## src/rtl/imem_loader_if.sv

```systemverilog
// -----------------------------------------------------------------------------
// imem_loader_if
//   Groups the two buses the instruction-memory loader works between:
//   the incoming byte stream (valid/ready) and the instruction RAM write port.
//
//   byte_in     [7:0]            stream byte               (source -> loader)
//   byte_valid                   byte_in valid             (source -> loader)
//   byte_ready                   loader accepts byte_in    (loader -> source)
//   imem_we                      RAM write enable          (loader -> RAM)
//   imem_waddr  [ADDR_WIDTH-1:0] word-aligned byte address (loader -> RAM)
//   imem_wdata  [DATA_WIDTH-1:0] assembled word            (loader -> RAM)
//
//   master : the loader side
//   slave  : the byte source / RAM side
// -----------------------------------------------------------------------------
interface imem_loader_if #(
  parameter int DATA_WIDTH = 32,
  parameter int ADDR_WIDTH = 32
);
  logic [7:0]            byte_in;
  logic                  byte_valid;
  logic                  byte_ready;
  logic                  imem_we;
  logic [ADDR_WIDTH-1:0] imem_waddr;
  logic [DATA_WIDTH-1:0] imem_wdata;

  modport master (
    input  byte_in, byte_valid,
    output byte_ready, imem_we, imem_waddr, imem_wdata
  );

  modport slave (
    output byte_in, byte_valid,
    input  byte_ready, imem_we, imem_waddr, imem_wdata
  );
endinterface

```

## src/rtl/imem_loader.sv

```systemverilog
// -----------------------------------------------------------------------------
// imem_loader
//   Write-side companion of the instruction memory. Accepts a byte stream made
//   of a 2-byte little-endian word count N followed by N little-endian 32-bit
//   words, and writes the words to instruction RAM at byte addresses
//   0, 4, ..., 4(N-1). The CPU is held while a load is in progress so the
//   program can be replaced at run time. A count of 0 or above MEM_SIZE is
//   rejected without any write.
//
//   clk       in   rising-edge clock
//   rst_n     in   asynchronous active-low reset (aborts a load in progress)
//   start     in   1-cycle pulse, begins a load from IDLE, DONE or ERR
//   cpu_hold  out  high while loading (LEN0, LEN1, DATA, WRITE)
//   done      out  last load completed (level)
//   err       out  last load rejected for a bad length (level)
//   bus       imem_loader_if.master: byte stream in, RAM write port out
// -----------------------------------------------------------------------------
module imem_loader #(
  parameter int DATA_WIDTH = 32,
  parameter int ADDR_WIDTH = 32,
  parameter int MEM_SIZE   = 512
) (
  input  logic          clk,
  input  logic          rst_n,
  input  logic          start,
  output logic          cpu_hold,
  output logic          done,
  output logic          err,
  imem_loader_if.master bus
);

  typedef enum logic [2:0] {
    S_IDLE,
    S_LEN0,
    S_LEN1,
    S_DATA,
    S_WRITE,
    S_DONE,
    S_ERR
  } state_e;

  state_e                state_q, state_d;
  logic [15:0]           len_q;
  logic [15:0]           word_idx_q;
  logic [1:0]            byte_cnt_q;
  logic [DATA_WIDTH-1:0] wdata_q;

  logic        xfer;
  logic        start_ok;
  logic        len_bad;
  logic        last_word;
  logic [15:0] len_full;

  assign xfer      = bus.byte_valid & bus.byte_ready;
  assign start_ok  = start && (state_q == S_IDLE || state_q == S_DONE || state_q == S_ERR);
  // The length check in LEN1 must see the high byte arriving this cycle,
  // not the not-yet-updated register.
  assign len_full  = {bus.byte_in, len_q[7:0]};
  assign len_bad   = (len_full == 16'd0) || (32'(len_full) > 32'(MEM_SIZE));
  assign last_word = (word_idx_q == len_q - 16'd1);

  // ---------------------------------------------------------------------------
  // State register
  // ---------------------------------------------------------------------------
  // NOTE: sequential state uses non-blocking assignments so every flop samples
  // pre-edge values regardless of process evaluation order.
  always_ff @(posedge clk or negedge rst_n) begin
    if (!rst_n) state_q <= S_IDLE;
    else        state_q <= state_d;
  end

  // ---------------------------------------------------------------------------
  // Next-state logic
  // ---------------------------------------------------------------------------
  // NOTE: the default assignment at the top of each always_comb keeps every
  // path assigned, so no latch is inferred.
  always_comb begin
    state_d = state_q;
    unique case (state_q)
      S_IDLE, S_DONE, S_ERR: if (start_ok) state_d = S_LEN0;
      S_LEN0:  if (xfer) state_d = S_LEN1;
      S_LEN1:  if (xfer) state_d = len_bad ? S_ERR : S_DATA;
      S_DATA:  if (xfer && byte_cnt_q == 2'd3) state_d = S_WRITE;
      S_WRITE: state_d = last_word ? S_DONE : S_DATA;
      default: state_d = S_IDLE;
    endcase
  end

  // ---------------------------------------------------------------------------
  // Outputs: pure decode of the state register (glitch-free per cycle, and all
  // zero in IDLE, which is also the reset state).
  // ---------------------------------------------------------------------------
  always_comb begin
    bus.byte_ready = 1'b0;
    bus.imem_we    = 1'b0;
    cpu_hold       = 1'b0;
    done           = 1'b0;
    err            = 1'b0;
    unique case (state_q)
      S_LEN0, S_LEN1, S_DATA: begin
        bus.byte_ready = 1'b1;
        cpu_hold       = 1'b1;
      end
      S_WRITE: begin
        bus.imem_we = 1'b1;
        cpu_hold    = 1'b1;
      end
      S_DONE:  done = 1'b1;
      S_ERR:   err  = 1'b1;
      default: ;
    endcase
  end

  // ---------------------------------------------------------------------------
  // Datapath: length, byte lane, word index and word assembly
  // ---------------------------------------------------------------------------
  always_ff @(posedge clk or negedge rst_n) begin
    if (!rst_n) begin
      len_q      <= '0;
      word_idx_q <= '0;
      byte_cnt_q <= '0;
      wdata_q    <= '0;
    end else begin
      if (start_ok) begin
        word_idx_q <= '0;
        byte_cnt_q <= '0;
      end
      unique case (state_q)
        S_LEN0: if (xfer) len_q[7:0]  <= bus.byte_in;
        S_LEN1: if (xfer) len_q[15:8] <= bus.byte_in;
        S_DATA: if (xfer) begin
          wdata_q[{byte_cnt_q, 3'b000} +: 8] <= bus.byte_in;
          // Wraps 3 -> 0, so the lane counter is ready for the next word
          // when WRITE hands back to DATA.
          byte_cnt_q <= byte_cnt_q + 2'd1;
        end
        // The index stays on the last word after DONE so waddr keeps showing
        // the final write address.
        S_WRITE: if (!last_word) word_idx_q <= word_idx_q + 16'd1;
        default: ;
      endcase
    end
  end

  assign bus.imem_waddr = ADDR_WIDTH'({word_idx_q, 2'b00});
  assign bus.imem_wdata = wdata_q;

endmodule
```

## src/flat_wrapper.sv

```systemverilog
// flat-port wrapper written by rule: the top's interface ports become plain ports
module imem_loader_flat 
#(
  parameter int DATA_WIDTH = 32,
  parameter int ADDR_WIDTH = 32,
  parameter int MEM_SIZE   = 512
)
  (clk, rst_n, start, cpu_hold, done, err, bus_byte_in, bus_byte_valid, bus_byte_ready, bus_imem_we, bus_imem_waddr, bus_imem_wdata);
  imem_loader_if #(.DATA_WIDTH(DATA_WIDTH), .ADDR_WIDTH(ADDR_WIDTH)) bus_i ();
  input  logic clk;
  input  logic rst_n;
  input  logic start;
  output logic cpu_hold;
  output logic done;
  output logic err;
  input wire logic [$bits(bus_i.byte_in)-1:0] bus_byte_in;
  input wire logic [$bits(bus_i.byte_valid)-1:0] bus_byte_valid;
  output wire logic [$bits(bus_i.byte_ready)-1:0] bus_byte_ready;
  output wire logic [$bits(bus_i.imem_we)-1:0] bus_imem_we;
  output wire logic [$bits(bus_i.imem_waddr)-1:0] bus_imem_waddr;
  output wire logic [$bits(bus_i.imem_wdata)-1:0] bus_imem_wdata;
  assign bus_i.byte_in = bus_byte_in;
  assign bus_i.byte_valid = bus_byte_valid;
  assign bus_byte_ready = bus_i.byte_ready;
  assign bus_imem_we = bus_i.imem_we;
  assign bus_imem_waddr = bus_i.imem_waddr;
  assign bus_imem_wdata = bus_i.imem_wdata;
  imem_loader #(.DATA_WIDTH(DATA_WIDTH), .ADDR_WIDTH(ADDR_WIDTH), .MEM_SIZE(MEM_SIZE)) u_core (.clk(clk), .rst_n(rst_n), .start(start), .cpu_hold(cpu_hold), .done(done), .err(err), .bus(bus_i));
endmodule
```

## config.mk

```make
export PLATFORM = sky130hd
export DESIGN_NAME = imem_loader_flat
export DESIGN_NICKNAME = d
export VERILOG_FILES = /design/src/rtl/imem_loader_if.sv /design/src/rtl/imem_loader.sv /design/src/flat_wrapper.sv
export SDC_FILE = /design/constraint.sdc
export NUM_CORES = 1
export LEC_CHECK = 0
export BUFFER_PORTS_ARGS = -buffer_cell sky130_fd_sc_hd__buf_2
export CORE_ASPECT_RATIO = 1.5
export CORE_MARGIN = 2
export CORE_UTILIZATION = 30
export DETAILED_ROUTE_END_ITERATION = 6
export MAX_ROUTING_LAYER = met4
export RECOVER_POWER = 25
export SYNTH_ARGS = -nofsm -noshare
export SYNTH_HDL_FRONTEND = slang
export SYNTH_SLANG_ARGS = --single-unit
```

## constraint.sdc

```tcl
create_clock -name clk -period 6.45 [get_ports clk]
set_clock_uncertainty 0.05 [all_clocks]
set_input_delay 0.9675 -clock clk [delete_from_list [all_inputs] [get_ports clk]]
set_output_delay 0.9675 -clock clk [all_outputs]
set_load 0.01 [all_outputs]
```

==> impl_results.html <==
<table>
<tr><th>Metric</th><th>Value</th></tr>
<tr><th colspan="2">Logic synthesis</th></tr>
<tr><td>Number of enable-type register cells in the synthesized netlist</td><td>0</td></tr>
<tr><td>Distinct cell type count of the synthesized netlist</td><td>55</td></tr>
<tr><td>Top-area cell type share of the netlist area</td><td>43.74%</td></tr>
<tr><td>Cell count after synthesis</td><td>436</td></tr>
<tr><td>Cell types with the highest counts after synthesis</td><td>86 x sky130_fd_sc_hd__nand2_1, 69 x sky130_fd_sc_hd__dfrtp_1, 46 x sky130_fd_sc_hd__o21ai_0, 27 x sky130_fd_sc_hd__nor2_1, 20 x sky130_fd_sc_hd__xnor2_1</td></tr>
<tr><td>Flip-flop and latch count after synthesis</td><td>69</td></tr>
<tr><td>Asr flop ratio synth</td><td>100.0%</td></tr>
<tr><td>Dominant cell by count in the synthesized netlist</td><td>sky130_fd_sc_hd__nand2_1</td></tr>
<tr><td>Mapped Area</td><td>0.003948 mm²</td></tr>
<tr><td>Register area share after synthesis</td><td>43.74%</td></tr>
<tr><td>Yosys warning count</td><td>0</td></tr>
<tr><td>Top area cells in the synthesized netlist</td><td>sky130_fd_sc_hd__dfrtp_1 44%, sky130_fd_sc_hd__nand2_1 8.2%, sky130_fd_sc_hd__o21ai_0 5.8%</td></tr>
<tr><td>Post-Synthesis Mean Instance Area</td><td>9.054 µm²</td></tr>
<tr><td>Largest area contributor in the synthesized netlist</td><td>sky130_fd_sc_hd__dfrtp_1</td></tr>
<tr><td>Leading register cell type out of synthesis</td><td>sky130_fd_sc_hd__dfrtp_1</td></tr>
<tr><th colspan="2">Routing</th></tr>
<tr><td>Routed len/inst</td><td>16.09 µm</td></tr>
<tr><td>Detailed-route via count</td><td>3297</td></tr>
<tr><td>Vias/cell</td><td>5.041</td></tr>
<tr><td>Count of unresolved DRC violations after routing</td><td>0</td></tr>
<tr><td>Antenna Nets Post-Route</td><td>0</td></tr>
<tr><td>Count of TritonRoute iterations in the first routing pass</td><td>4</td></tr>
<tr><td>Number of DRC violations after detailed-routing iteration 0</td><td>123</td></tr>
<tr><td>Total wire length after detailed routing</td><td>10520 µm</td></tr>
<tr><th colspan="2">Placement</th></tr>
<tr><td>Gp weighted congestion</td><td>0.7969</td></tr>
<tr><td>Count of port buffers added during placement</td><td>64</td></tr>
<tr><td>Estimated wirelength of the detail-placed design</td><td>7674 µm</td></tr>
<tr><th colspan="2">STA</th></tr>
<tr><td>Setup Viol. Count Final</td><td>0</td></tr>
<tr><td>Highest clock rate</td><td>239.5 MHz</td></tr>
<tr><td>Slew Limit Headroom</td><td>-149.1%</td></tr>
<tr><td>Minimum clock period after layout</td><td>4175 ps</td></tr>
<tr><td>Unrepaired setup endpoints after global routing</td><td>no</td></tr>
<tr><td>Setup_tns</td><td>0 ps</td></tr>
<tr><td>Final-report hold violation count</td><td>0</td></tr>
<tr><td>Max-slew violation count</td><td>70</td></tr>
<tr><td>Fraction of the cycle the final worst path needs</td><td>64.74%</td></tr>
<tr><td>Worst slew pin tran</td><td>3737 ps</td></tr>
<tr><th colspan="2">Outcome</th></tr>
<tr><td>Failing checks</td><td>max-capacitance violations, max-slew violations</td></tr>
<tr><td>Result of the run</td><td>finished, violations left</td></tr>
<tr><th colspan="2">Clocking</th></tr>
<tr><td>Buffers from clock root to sink, at most</td><td>2</td></tr>
<tr><td>Clock-pin transition on the worst setup and hold timing paths</td><td>60 ps</td></tr>
<tr><td>Sinks on the clock net</td><td>69</td></tr>
<tr><td>Hold-fix buffers, CTS</td><td>0</td></tr>
<tr><td>TritonCTS clock tree</td><td>done</td></tr>
<tr><td>Later-pin clock latency in the skew report</td><td>340 ps</td></tr>
<tr><td>Number of buffers created by CTS</td><td>9</td></tr>
<tr><td>Count of H-tree levels built during CTS</td><td>3</td></tr>
<tr><td>Number of resized instances in the post-cts repair step</td><td>0</td></tr>
<tr><td>Root cell of the clock tree</td><td>sky130_fd_sc_hd__clkbuf_16</td></tr>
<tr><td>Number of post-CTS setup repair buffers</td><td>0</td></tr>
<tr><th colspan="2">Worst setup path</th></tr>
<tr><td>Slowest CP cell</td><td>sky130_fd_sc_hd__clkbuf_1</td></tr>
<tr><td>Type of element launching the critical path</td><td>primary input</td></tr>
<tr><td>Number of buffer and inverter instances along the worst setup path</td><td>2</td></tr>
<tr><td>Largest delay share family, worst path</td><td>buffers and inverters</td></tr>
<tr><td>Maximum fanout along the worst path</td><td>69</td></tr>
<tr><td>Worst Path Required</td><td>5980 ps</td></tr>
<tr><td>Critical path arrival</td><td>3710 ps</td></tr>
<tr><td>Max stage delay on crit path</td><td>2610 ps</td></tr>
<tr><td>Worst reg-to-reg setup slack</td><td>3010 ps</td></tr>
<tr><td>Start-to-end type of the worst setup path</td><td>in2async</td></tr>
<tr><td>Worst path cell trace</td><td>buf_2, clkbuf_1</td></tr>
<tr><td>Capturing element type of the critical path</td><td>async pin</td></tr>
<tr><th colspan="2">Die</th></tr>
<tr><td>Die outline height</td><td>144.5 µm</td></tr>
<tr><td>IO Pins</td><td>81</td></tr>
<tr><td>Die footprint</td><td>0.01411 mm²</td></tr>
<tr><td>Die span in x</td><td>97.66 µm</td></tr>
<tr><td>Standard-cell row count</td><td>51</td></tr>
<tr><td>Starting utilization of the core area</td><td>30.63%</td></tr>
<tr><td>Area of the placeable core</td><td>0.01289 mm²</td></tr>
<tr><th colspan="2">Finish</th></tr>
<tr><td>P&amp;R area growth vs syn</td><td>18.10%</td></tr>
<tr><td>Number of diodes added for antenna fixing</td><td>0</td></tr>
<tr><td># nets final</td><td>510</td></tr>
<tr><td>Share of post-route cells with drive strength above 1</td><td>20.81%</td></tr>
<tr><th colspan="2">Global route</th></tr>
<tr><td>GRT Util Overall</td><td>15.82%</td></tr>
<tr><td>Congestion Overflow GR</td><td>0</td></tr>
<tr><td>Via count of the first global-routing pass</td><td>3205</td></tr>
<tr><td>First-pass GRT wire length</td><td>17010 µm</td></tr>
<tr><td>Number of antenna violations at the first check in global routing</td><td>0</td></tr>
<tr><td>Maximum number of pins on one net before global-route repair</td><td>70</td></tr>
<tr><th colspan="2">Power and ir drop</th></tr>
<tr><td>Power per cell area</td><td>414.1 mW/mm²</td></tr>
<tr><td>Leak pwr</td><td>2.105 nW</td></tr>
<tr><td>Worst supply voltage drop on vdd</td><td>0.1740 mV</td></tr>
<tr><td>Total Power</td><td>1.931 mW</td></tr>
<tr><th colspan="2">Min path</th></tr>
<tr><td>Type of the most critical hold path</td><td>reg2reg</td></tr>
<tr><th colspan="2">Job</th></tr>
<tr><td>Number of violations of the max-capacitance limit</td><td>1</td></tr>
</table>
## metrics by stage
stage	hold slack, ps	setup WS, ps	area (µm²)	std cells	util, %
6_report	422.3	2275	4662	654	36.17
5_1_grt	447.9	1456	4662	654	36.17
4_1_cts	427.9	3043	4666	654	36.20
2_1_floorplan	452.4	3789	4004	451	-
3_3_place_gp	410.4	3194	4319	639	33.51
3_5_place_dp	415.5	3065	4319	639	33.51
## layer usage
layer | up-vias | track usage [%] | share of wire, %
met4 | 0 | 5.702 | 2.1
met1 | 1591 | 18.53 | 42
met2 | 83 | 27.55 | 53
li1 | 1606 | - | -
met3 | 17 | 2.562 | 3.8
met5 | - | - | 0
## layout make-up
class                   instances  area [µm²]
clock buffers                  10       239.0
clock inverters                 5       107.6
fillers                      1346        8228
multi-input cells             336        2024
well taps                     159       198.9
repair buffers                 66       331.6
inverters                       9       33.78
flip-flops and latches         69        1727
## cell usage in the layout (no fill, tap or decap), types with 4 or more instances in the layout
cell type,Yosys,layout
sky130_fd_sc_hd__nand2_1,86,86
sky130_fd_sc_hd__dfrtp_1,69,69
sky130_fd_sc_hd__buf_2,4,64
sky130_fd_sc_hd__o21ai_0,46,46
sky130_fd_sc_hd__nor2_1,27,27
sky130_fd_sc_hd__xnor2_1,20,20
sky130_fd_sc_hd__nand3_1,16,16
sky130_fd_sc_hd__conb_1,1,16
sky130_fd_sc_hd__mux2_2,13,13
sky130_fd_sc_hd__nor3_1,9,9
sky130_fd_sc_hd__a221o_1,9,9
sky130_fd_sc_hd__clkbuf_16,0,9
sky130_fd_sc_hd__inv_1,7,7
sky130_fd_sc_hd__nor3b_1,7,7
sky130_fd_sc_hd__ha_1,7,7
sky130_fd_sc_hd__and3_1,6,6
sky130_fd_sc_hd__xor2_1,6,6
sky130_fd_sc_hd__nor4_1,6,6
sky130_fd_sc_hd__nor2b_1,5,5
sky130_fd_sc_hd__and2_1,5,5
sky130_fd_sc_hd__and4_1,4,4
## final timing paths
| check | startpoint | end | depth (start not counted) |
|---|---|---|---|
| worst max-delay path | rst_n | u_core.state_q[0]$_DFFE_PN0P_ | 2 |
| worst min-delay path | u_core.bus.imem_wdata[15]$_DFFE_PN0P_ | u_core.bus.imem_wdata[15]$_DFFE_PN0P_ | 2 |
| worst max register to register | u_core.len_q[0]$_DFFE_PN0P_ | u_core.word_idx_q[14]$_DFF_PN0_ | 10 |
| worst min register to register | u_core.bus.imem_wdata[15]$_DFFE_PN0P_ | u_core.bus.imem_wdata[15]$_DFFE_PN0P_ | 2 |
| max in group clk | u_core.len_q[0]$_DFFE_PN0P_ | u_core.word_idx_q[14]$_DFF_PN0_ | 10 |
| min in group asynchronous | rst_n | u_core.word_idx_q[4]$_DFF_PN0_ | 2 |
## cell families (layout without fill, tap and decap cells)
| group | count (synthesis) | count (layout) | share of synthesized area, % |
|---|---|---|---|
| AND/OR/NAND/NOR | 188 | 188 | 23.36 |
| multiplexers | 17 | 17 | 4.754 |
| XOR/XNOR | 26 | 26 | 5.769 |
| adder cells (fa/ha/maj) | 7 | 7 | 2.219 |
| flip-flops | 69 | 69 | 43.74 |
| buffers and inverters | 46 | 90 | 6.403 |
| AO/OA/AOI/OAI | 82 | 82 | 13.66 |
| other | 1 | 16 | 0.09500 |
## power breakdown
group | switching (mW) | total (mW) | internal (mW)
registers | 0.144 | 0.679 | 0.535
clock network | 0.192 | 0.580 | 0.388
logic | 0.387 | 0.671 | 0.284
## state kept, by name, indices dropped and copies added, names as in the netlist
signal	count
u_core.byte_cnt_q	2
u_core.state_q	3
u_core.word_idx_q	16
u_core.len_q	16
u_core.bus.imem_wdata	32
Note: power is estimated with default switching activity, not from simulation.
